File: config.mk
export PLATFORM = sky130hd
export DESIGN_NAME = mem_access_unit
export DESIGN_NICKNAME = d
export VERILOG_FILES = /design/src/rtl/mem_access_unit.sv
export SDC_FILE = /design/constraint.sdc
export NUM_CORES = 1
export LEC_CHECK = 0
export BUFFER_PORTS_ARGS = -buffer_cell sky130_fd_sc_hd__buf_4
export CAP_MARGIN = 20
export CORE_ASPECT_RATIO = 1.5
export CORE_MARGIN = 5
export CORE_UTILIZATION = 44
export DETAILED_ROUTE_END_ITERATION = 6
export PLACE_DENSITY = 0.78
export SKIP_LAST_GASP = 1
export SYNTH_ARGS = -nofsm -noshare
export SYNTH_HDL_FRONTEND = slang
export SYNTH_SLANG_ARGS = --single-unit
File: constraint.sdc
create_clock -name Clock -period 2.56 [get_ports Clock]
set_clock_uncertainty 0.05 [all_clocks]
set_input_delay 0.384 -clock Clock [delete_from_list [all_inputs] [get_ports Clock]]
set_output_delay 0.384 -clock Clock [all_outputs]
set_load 0.005 [all_outputs]
File: src/rtl/mem_access_unit.sv
`default_nettype none
// ============================================================================
// Module   : mem_access_unit
// Purpose  : Holds MAR/MDR and turns the control unit's strobes into a
//            req/ack RAM transaction, with stall, done and error reporting.
//            Optional wait timeout enabled by defining MEM_TIMEOUT_EN.
// Revision : 1.0  initial release
// ============================================================================
module mem_access_unit #(
    parameter int ADDR_W  = 9,
    parameter int DATA_W  = 32,
    parameter int TIMEOUT = 15
) (
    input  logic              Clock,
    input  logic              Reset_n,
    input  logic [DATA_W-1:0] BusMuxOut,
    input  logic              MARin,
    input  logic              MDRin,
    input  logic              MDR_read,
    input  logic              RAM_write,
    output logic [DATA_W-1:0] MDR_q,
    output logic              Mem_wait,
    output logic              Mem_done,
    output logic              Mem_err,
    output logic              mem_req,
    output logic              mem_we,
    output logic [ADDR_W-1:0] mem_addr,
    output logic [DATA_W-1:0] mem_wdata,
    input  logic [DATA_W-1:0] mem_rdata,
    input  logic              mem_ack
);

    typedef enum logic [1:0] {
        IDLE   = 2'd0,
        RD_REQ = 2'd1,
        WR_REQ = 2'd2,
        DONE   = 2'd3
    } state_t;

    if (TIMEOUT < 2 || TIMEOUT > 255) begin : g_bad_timeout
        $error("mem_access_unit: TIMEOUT must lie in 2..255");
    end

    state_t            state_q, state_d;
    logic [ADDR_W-1:0] mar_q, mar_d;
    logic [DATA_W-1:0] mdr_q, mdr_d;
    logic              rd_prev_q, rd_prev_d;
    logic              wr_prev_q, wr_prev_d;
    logic              err_q, err_d;
    logic              rd_start;
    logic              wr_start;

`ifdef MEM_TIMEOUT_EN
    // Last count value before giving up; the wait ends after TIMEOUT-1 unacked cycles.
    localparam logic [7:0] C_CNT_LAST = 8'(TIMEOUT - 2);
    logic [7:0] cnt_q, cnt_d;
`endif

    assign rd_start = MDRin & MDR_read & ~rd_prev_q;
    assign wr_start = RAM_write & ~wr_prev_q;

    always_comb begin
        state_d   = state_q;
        mar_d     = mar_q;
        mdr_d     = mdr_q;
        err_d     = err_q;
        rd_prev_d = MDRin & MDR_read;
        wr_prev_d = RAM_write;
`ifdef MEM_TIMEOUT_EN
        cnt_d     = cnt_q;
`endif
        case (state_q)
            IDLE: begin
                if (MARin) begin
                    mar_d = BusMuxOut[ADDR_W-1:0];
                end
                if (MDRin && !MDR_read) begin
                    mdr_d = BusMuxOut;
                end
                if (wr_start) begin
                    state_d = WR_REQ;
                    // A simultaneous read request is dropped and flagged.
                    if (rd_start) begin
                        err_d = 1'b1;
                    end
                end else if (rd_start) begin
                    state_d = RD_REQ;
                end
`ifdef MEM_TIMEOUT_EN
                cnt_d = '0;
`endif
            end
            RD_REQ, WR_REQ: begin
                if (mem_ack) begin
                    state_d = DONE;
                    if (state_q == RD_REQ) begin
                        mdr_d = mem_rdata;
                    end
`ifdef MEM_TIMEOUT_EN
                end else if (cnt_q == C_CNT_LAST) begin
                    state_d = DONE;
                    err_d   = 1'b1;
                end else begin
                    cnt_d = cnt_q + 8'd1;
`endif
                end
            end
            DONE: begin
                state_d = IDLE;
            end
            default: begin
                state_d = IDLE;
            end
        endcase
    end

    always_ff @(posedge Clock or negedge Reset_n) begin
        if (!Reset_n) begin
            state_q   <= IDLE;
            mar_q     <= '0;
            mdr_q     <= '0;
            rd_prev_q <= 1'b0;
            wr_prev_q <= 1'b0;
            err_q     <= 1'b0;
`ifdef MEM_TIMEOUT_EN
            cnt_q     <= '0;
`endif
        end else begin
            state_q   <= state_d;
            mar_q     <= mar_d;
            mdr_q     <= mdr_d;
            rd_prev_q <= rd_prev_d;
            wr_prev_q <= wr_prev_d;
            err_q     <= err_d;
`ifdef MEM_TIMEOUT_EN
            cnt_q     <= cnt_d;
`endif
        end
    end

    // All outputs decode purely from registers.
    assign mem_req   = (state_q == RD_REQ) || (state_q == WR_REQ);
    assign mem_we    = (state_q == WR_REQ);
    assign Mem_wait  = mem_req;
    assign Mem_done  = (state_q == DONE);
    assign Mem_err   = err_q;
    assign MDR_q     = mdr_q;
    assign mem_addr  = mar_q;
    assign mem_wdata = mdr_q;

endmodule
`default_nettype wire

[After elaboration in Yosys (flattened, before gate mapping)]
Cells that the tools add are included.
Cells by class
  mux-type cells: 8
  bitwise gates (word level): 5
  reductions and logical operators: 10
  eq/ne operators: 7
Operators with widths (count)
  $mux W32: 3
  $pmux W32 S2: 1
  $mux W2: 3
  $ne A2 B2 Y1 const B: 3
  $pmux W2 S3: 1
  $eq A2 B2 Y1 const B: 2
  $reduce_and A2 Y1: 2
  $reduce_and A4 Y1: 1
  $and A1 B1 Y1: 3
  $ne A3 B3 Y1 const B: 1
  $reduce_and A3 Y1: 1
  $eq A2 B1 Y1 const B: 1
  $logic_not A2 Y1: 1
  $not A1 Y1: 2
  $reduce_bool A2 Y1: 1
  $reduce_or A2 Y1: 1
  $logic_and A1 B1 Y1: 1
  $logic_not A1 Y1: 1
  $logic_or A1 B1 Y1: 1
Storage, ports and cells
  register bits: 46
  output and inout port bits: 78
  bits of input ports: 71

[Logic depth before layout (Yosys ltp)]
Gate-level depths: netlist (run 1).
  depth in word-level cells: 5
  gate-level depth with buffers: 8
  depth with buffers taken out: 6

[Worst setup path before layout (run 1)]
No wires, ideal clock.
  path kind: flip-flop to flip-flop
  start point: register state_q[0]
  end point: register mdr_q[18], in the netlist MDR_q[18]
  data required time: 2373 ps
  slack: 831 ps
  buffers on the path: 1
  cell stages (with the launch flop): 7
  period minus slack after synthesis: 1729 ps
  data arrival time: 1542 ps
  cell sequence: dfrtp_1 inv_1 ha_1 clkbuf_1 or3_1 o21ai_0 a21oi_1
On the way
  word-level cells in the longest chain between the ends: 4
Ends and longest elaborated chain
  from (decl): RTL line 44  | state_t state_q, state_d;
  from (signal assigned): RTL line 129  | state_q <= state_d;
  $eq A2 B2 Y1 / $eq A2 B1 Y1 (equally long branches): RTL line 72, 96
  $reduce_or A2 Y1: RTL line 72  | case (state_q)
  $ne A2 B2 Y1 (no source line) / $reduce_bool A2 Y1 (equally long branches)
  $reduce_and A4 Y1 (no source line)
  to (signal assigned): RTL line 131  | mdr_q <= mdr_d;
  to (decl): RTL line 46  | logic [DATA_W-1:0] mdr_q, mdr_d;
Parallel ways exist; a longest one is shown, timed or not.
A chain may end at the register's enable or synchronous reset.

[Worst setup path in the final report (run 1)]
  start point: register state_q[1]
  end point: output port mem_req
On the way
  word-level cells in the longest chain between the ends: 2
Ends and longest elaborated chain
  $eq A2 B1 Y1 / $eq A2 B2 Y1 (equally long branches): RTL line 142  | assign mem_req = (state_q == RD_REQ) || (state_q == WR_REQ);
  $logic_or A1 B1 Y1 (*): RTL line 142
  to (decl): RTL line 25  | output logic mem_req,
Every way passes the cells marked *; elsewhere a longest branch is shown, timed or not.

==> results of run 1 <==
## kinds of logic (layout without fill, tap and decap cells)
| group | after synthesis | in the layout | share of synthesized area |
|---|---|---|---|
| AO/OA/AOI/OAI | 104 | 104 | 0.250 |
| adder cells (fa/ha/maj) | 5 | 5 | 0.0237 |
| buffers and inverters | 58 | 167 | 0.150 |
| flip-flops | 46 | 46 | 0.437 |
| multiplexers | 9 | 9 | 0.0385 |
| AND/OR/NAND/NOR | 41 | 41 | 0.101 |
## power groups by stage
stage                     clock network (uW)  logic (uW)  registers, uW
after floorplan                            0        1720           1390
after global placement                     0        2630           1420
after detailed placement                   0        2720           1440
after CTS                                557        2720           1430
after global routing                     585        2920           1480
final                                    541        2670           1430
## registers in the layout, summed over array words and instances, names as in the netlist
name,count
mem_addr,9
rd_prev_q,1
wr_prev_q,1
state_q,2
MDR_q,32
Mem_err,1
## metal layers
metal	part of all wire	GRT usage	wire [um]
met5	0	0	0
met4	0.039	0.108	308
met3	0.069	0.0355	545
met2	0.55	0.345	4280
met1	0.35	0.233	2710
## cells in the final DEF, fill, tap and decap left out, drive strengths merged
| cell type | count |
|---|---|
| or3 | 32 |
| and3 | 1 |
| a21o | 1 |
| buf | 153 |
| nand3b | 1 |
| a211o | 1 |
| clkinvlp | 2 |
| nand3 | 1 |
| bufinv | 1 |
| ha | 5 |
| nand2 | 1 |
| mux2 | 9 |
| a21oi | 33 |
| clkbuf | 5 |
| a21boi | 1 |
| o21a | 1 |
| nand2b | 2 |
| o31ai | 1 |
| and2 | 1 |
| o22ai | 32 |
| o21ai | 33 |
| and2b | 1 |
| nor2 | 1 |
| o32a | 1 |
| dfrtp | 46 |
| inv | 6 |
## final cells by class
cell class / instances / area [um^2]
timing repair buffer: 153 / 1160
sequential: 46 / 1150
clock buffer: 5 / 68.8
tap: 72 / 90.1
clock inverter: 3 / 45.0
inverter: 6 / 22.5
multi-input combinational: 159 / 1100
fill: 507 / 2190
## metrics by stage
stage	area [um^2]	utilization
final	3630	0.624
after CTS	3630	0.624
after global placement	3520	0.604
after floorplan	2640	-
after detailed placement	3520	0.604
after global routing	3630	0.624
## how the worst max path moves through the flow
stage / to / slack (ns)
2_1_floorplan: MDR_q[18]$_DFFE_PN0P_ / 0.83
3_3_place_gp: mem_addr[5]$_DFFE_PN0P_ / 0.64
3_5_place_dp: mem_addr[3]$_DFFE_PN0P_ / 0.57
4_1_cts: Mem_wait / 0.50
5_1_grt: Mem_wait / 0.42
6_report: mem_req / 0.51
## synth_stat cells, types with 5 or more instances
master                     number  area [um^2]
sky130_fd_sc_hd__a21oi_1       33          165
sky130_fd_sc_hd__buf_4         34          255
sky130_fd_sc_hd__buf_6          5         56.3
sky130_fd_sc_hd__clkbuf_1      11         41.3
sky130_fd_sc_hd__dfrtp_1       46         1150
sky130_fd_sc_hd__ha_1           5         62.6
sky130_fd_sc_hd__inv_1          6         22.5
sky130_fd_sc_hd__mux2_2         9          101
sky130_fd_sc_hd__o21ai_0       32          160
sky130_fd_sc_hd__o22ai_1       21          131
sky130_fd_sc_hd__o22ai_2       11          138
sky130_fd_sc_hd__or3_1         32          200
## critical path: stages, from the launching register on
cell and delay, ns:
sky130_fd_sc_hd__dfrtp_1 0.41, sky130_fd_sc_hd__inv_1 0.10, sky130_fd_sc_hd__ha_1 0.41, sky130_fd_sc_hd__buf_4 0.26, sky130_fd_sc_hd__buf_4 0.14
==> results.toml, run 1 <==
[layout]
final_layout_size_suffix_gt1_frac = 0.497
n_antenna_cell = 0
syn_to_final_growth_pct = 37.9
final_cells = 444
finish.net_count = 447

[critical_path]
timing.critical_path.to_type = "output port"
reg2regPathDepth = 6
startpoint_type_of_the_worst_setup_path = "flip-flop"
startpoint = "state_q[1]$_DFFE_PN0P_"
worst_r2r_endpoint = "MDR_q[31]$_DFFE_PN0P_"
critPathArrivalTime_ns = 1.62
criticalPathCategory = "flip-flop to output port"
critPathMaxFanout = 19
reg_to_reg_critical_path_startpoint = "state_q[1]$_DFFE_PN0P_"
worst_ep_required_time_ns = 2.13
rrSetupSlack_ns = 0.55

[status]
outcome = "finished clean"

[logic_synthesis]
syn_avg_cell_area_um2 = 10.0
syn-instance-count = 263
synth.net_count = 339
asyncSetResetFlopFracSynth = 1.00
yosysSeqAreaShare = 0.437
synth.yosys.warnings = 0
synth-edff-count = 0
synth_area_mm2 = 0.00264
dominantRegCellSynth = "sky130_fd_sc_hd__dfrtp_1"
synth.lib_cells_used.distinct = 30
number_of_storage_elements_in_the_synthesis_netlist = 46

[pwr]
power.clock.fraction = 0.116
ir_drop_uv = 619
share_seq_of_total_power = 0.308
internal_portion_of_total_power_uw = 2820
power_uw = 4640
switching_share = 0.392
p_leak_uw = 0.00165
power.share.combinational = 0.576
switchingPower_uw = 1820
power-per-cell-area_mw_per_mm2 = 1280

[clock_tree]
htree_num_levels = 2
insertion_delay_ns = 0.29
post-cts-setup-buffers = 0
cts_made_buffers = 5
clk_path_buf_depth = 2
clock-sinks = 46
cts_resized = 0
cts-root-buf = "sky130_fd_sc_hd__clkbuf_8"
tritoncts = "yes"
clkSlewWorstSetupHoldPaths_ns = 0.08
hold_buffers = 0

[place]
io_buffer_count = 148
gp_routability_congestion = 0.765
placed_cells_incl_taps = 436
detailedPlacementHpwl_um = 5820
placement_stage_worst_setup_slack_ns = 0.570

[sta]
fin_setup_tns_ns = 0
finalSetupViolations = 0
min_period_ns = 2.05
hold_viol_final = 0
hold_ws_ns = 0.0382
rsz_0062_raised_after_global_routing = "no"
tightestPinTransition_ns = 0.593
timing.slew.headroom = 0.604
max_clock_freq_ghz = 0.487
setup_slack_ns = 0.506
timing.final.max_slew_violations = 0
finalCritPeriodShare = 0.802

[global_route]
grt_pass1_vias = 2468
overflow = 0
largest_net_degree_at_the_start_of_global_routing = 47
wire_length_of_the_first_global_routing_pass_um = 12300
antenna_violations_before_repair = 0
grtUsageTotal = 0.202

[route]
antenna_left = 0
drt_iter0_markers = 116
drt_pass1_iterations = 4
post-route-drc-count = 0
route.detailed.wl_per_inst_um = 17.7
wl_um = 7840
vias_per_cell = 5.41
vias = 2401

[floorplanning]
placeableCoreArea_mm2 = 0.00583
floorplan.die.width_um = 73.2
io_pins = 149
fp.dieH_um = 105
floorplan.rows = 34
die-area_mm2 = 0.00767
effective_utilization_at_floorplan = 0.452

[flow_run]
max_cap_viol_count = 0

[worst_hold_path]
min-delay-path-class = "primary input to asynchronous set/reset pin"
Note: power is estimated with default switching activity, not from simulation.
==> run 2, diff against run 1 <==
==> constraint.sdc (replaced) <==
create_clock -name Clock -period 2.1 [get_ports Clock]
set_clock_uncertainty 0.05 [all_clocks]
set_input_delay 0.315 -clock Clock [delete_from_list [all_inputs] [get_ports Clock]]
set_output_delay 0.315 -clock Clock [all_outputs]
set_load 0.005 [all_outputs]
==> results.toml, run 2 (synthesis gave the netlist of run 1 again) <==
[route]
drt_iter0_markers = 137
antenna_left = 0
post-route-drc-count = 0
wl_um = 8030
route.detailed.wl_per_inst_um = 17.8
vias = 2478
vias_per_cell = 5.51
drt_pass1_iterations = 4

[pwr]
switchingPower_uw = 2230
power-per-cell-area_mw_per_mm2 = 1560
ir_drop_uv = 1040
switching_share = 0.391
power.share.combinational = 0.580
internal_portion_of_total_power_uw = 3480
p_leak_uw = 0.00168
share_seq_of_total_power = 0.306
power.clock.fraction = 0.114

[sta]
finalCritPeriodShare = 0.897
hold_viol_final = 0
rsz_0062_raised_after_global_routing = "no"
timing.slew.headroom = 0.600
fin_setup_tns_ns = 0
finalSetupViolations = 0
min_period_ns = 1.88
tightestPinTransition_ns = 0.600
max_clock_freq_ghz = 0.531
timing.final.max_slew_violations = 0

[clock_tree]
clk_path_buf_depth = 2
clkSlewWorstSetupHoldPaths_ns = 0.08
clock-sinks = 46
htree_num_levels = 2
post-cts-setup-buffers = 0
cts-root-buf = "sky130_fd_sc_hd__clkbuf_8"
hold_buffers = 1
cts_resized = 0
tritoncts = "yes"
insertion_delay_ns = 0.29
cts_made_buffers = 5

[global_route]
wire_length_of_the_first_global_routing_pass_um = 12500
overflow = 0
antenna_violations_before_repair = 0
grtUsageTotal = 0.206
largest_net_degree_at_the_start_of_global_routing = 47
grt_pass1_vias = 2548

[critical_path]
startpoint = "state_q[0]$_DFFE_PN0P_"
startpoint_type_of_the_worst_setup_path = "flip-flop"
criticalPathCategory = "flip-flop to flip-flop"
critPathMaxFanout = 19
crit_path_end = "MDR_q[19]$_DFFE_PN0P_"
rrSetupSlack_ns = 0.22
reg2regPathDepth = 7
critPathArrivalTime_ns = 2.05
worst_r2r_endpoint = "MDR_q[19]$_DFFE_PN0P_"
worst_ep_required_time_ns = 2.27
timing.critical_path.to_type = "flip-flop"
reg_to_reg_critical_path_startpoint = "state_q[0]$_DFFE_PN0P_"

[floorplanning]
fp.dieH_um = 105
effective_utilization_at_floorplan = 0.452
io_pins = 149
placeableCoreArea_mm2 = 0.00583
floorplan.die.width_um = 73.2
die-area_mm2 = 0.00767
floorplan.rows = 34

[layout]
n_antenna_cell = 0
final_layout_size_suffix_gt1_frac = 0.497
post-route-cell-area_mm2 = 0.00366
syn_to_final_growth_pct = 39.0
largest_register_ffs = 32
num-fill-cells = 475
multi_input_area_mm2 = 0.00110
final_common_cell = "sky130_fd_sc_hd__buf_4"
layout_common_cells = "sky130_fd_sc_hd__buf_4 (158), sky130_fd_sc_hd__dfrtp_1 (46), sky130_fd_sc_hd__a21oi_1 (33)"
register_area_mm2 = 0.00115
finish.net_count = 453

[place]
post_dp_cell_area_mm2 = 0.00355
io_buffer_count = 148
gp_routability_congestion = 0.797
detailedPlacementHpwl_um = 6020

[status]
outcome = "finished clean"

[worst_hold_path]
min-delay-path-class = "primary input to flip-flop"

[flow_run]
max_cap_viol_count = 0
[run 2: metrics by stage]
stage           util  power [uW]  std cells  worst slack, ns  hold slack [ns]
2_1_floorplan      -        3790        263            0.371          -0.0306
3_3_place_gp   0.608        4960        441            0.320            0.313
3_5_place_dp   0.608        5110        441            0.230            0.316
4_1_cts        0.628        5770        450            0.211           0.0812
5_1_grt        0.628        6120        450            0.119           0.0794
6_report       0.628        5700        450            0.215           0.0868
[run 2: critical path, cell delays in order (launching register included)]
cell and delay [ns]:
sky130_fd_sc_hd__dfrtp_1 0.40, sky130_fd_sc_hd__inv_1 0.10, sky130_fd_sc_hd__ha_1 0.36, sky130_fd_sc_hd__buf_4 0.20, sky130_fd_sc_hd__o21ai_4 0.15, sky130_fd_sc_hd__buf_4 0.29, sky130_fd_sc_hd__o22ai_1 0.13, sky130_fd_sc_hd__a21oi_1 0.14
[run 2: final cells by class]
| type | instances | area share |
|---|---|---|
| timing repair buffer | 159 | 0.327 |
| sequential | 46 | 0.314 |
| multi-input combinational | 159 | 0.299 |
| tap | 72 | 0.0246 |
| clock buffer | 7 | 0.0208 |
| clock inverter | 1 | 0.00820 |
| inverter | 6 | 0.00615 |
[run 2: worst min path at each step]
stage | start | to | slack (ns) | cells after the start
finish | RAM_write | wr_prev_q$_DFF_PN0_ | 0.09 | 1
global route | RAM_write | wr_prev_q$_DFF_PN0_ | 0.08 | 1
CTS | RAM_write | wr_prev_q$_DFF_PN0_ | 0.08 | 1
detailed placement | Reset_n | mem_addr[8]$_DFFE_PN0P_ | 0.32 | 1
global placement | Reset_n | wr_prev_q$_DFF_PN0_ | 0.31 | 1
floorplan | Reset_n | MDR_q[0]$_DFFE_PN0P_ | -0.03 | 0
[run 2: power groups by stage]
stage	sequential [uW]	combinational (uW)	clock [uW]
after floorplan	1700	2090	0
after global placement	1730	3240	0
final	1740	3310	652
after detailed placement	1750	3360	0
after CTS	1740	3360	667
after global routing	1810	3610	697
[run 2: metal layers]
layer,GRT usage,up-vias,share of wire,routed length [um]
met5,0,-,0,0
met4,0.0792,0,0.022,174
met3,0.0451,13,0.080,643
met2,0.373,104,0.55,4410
met1,0.225,1214,0.35,2810
li1,-,1147,-,-
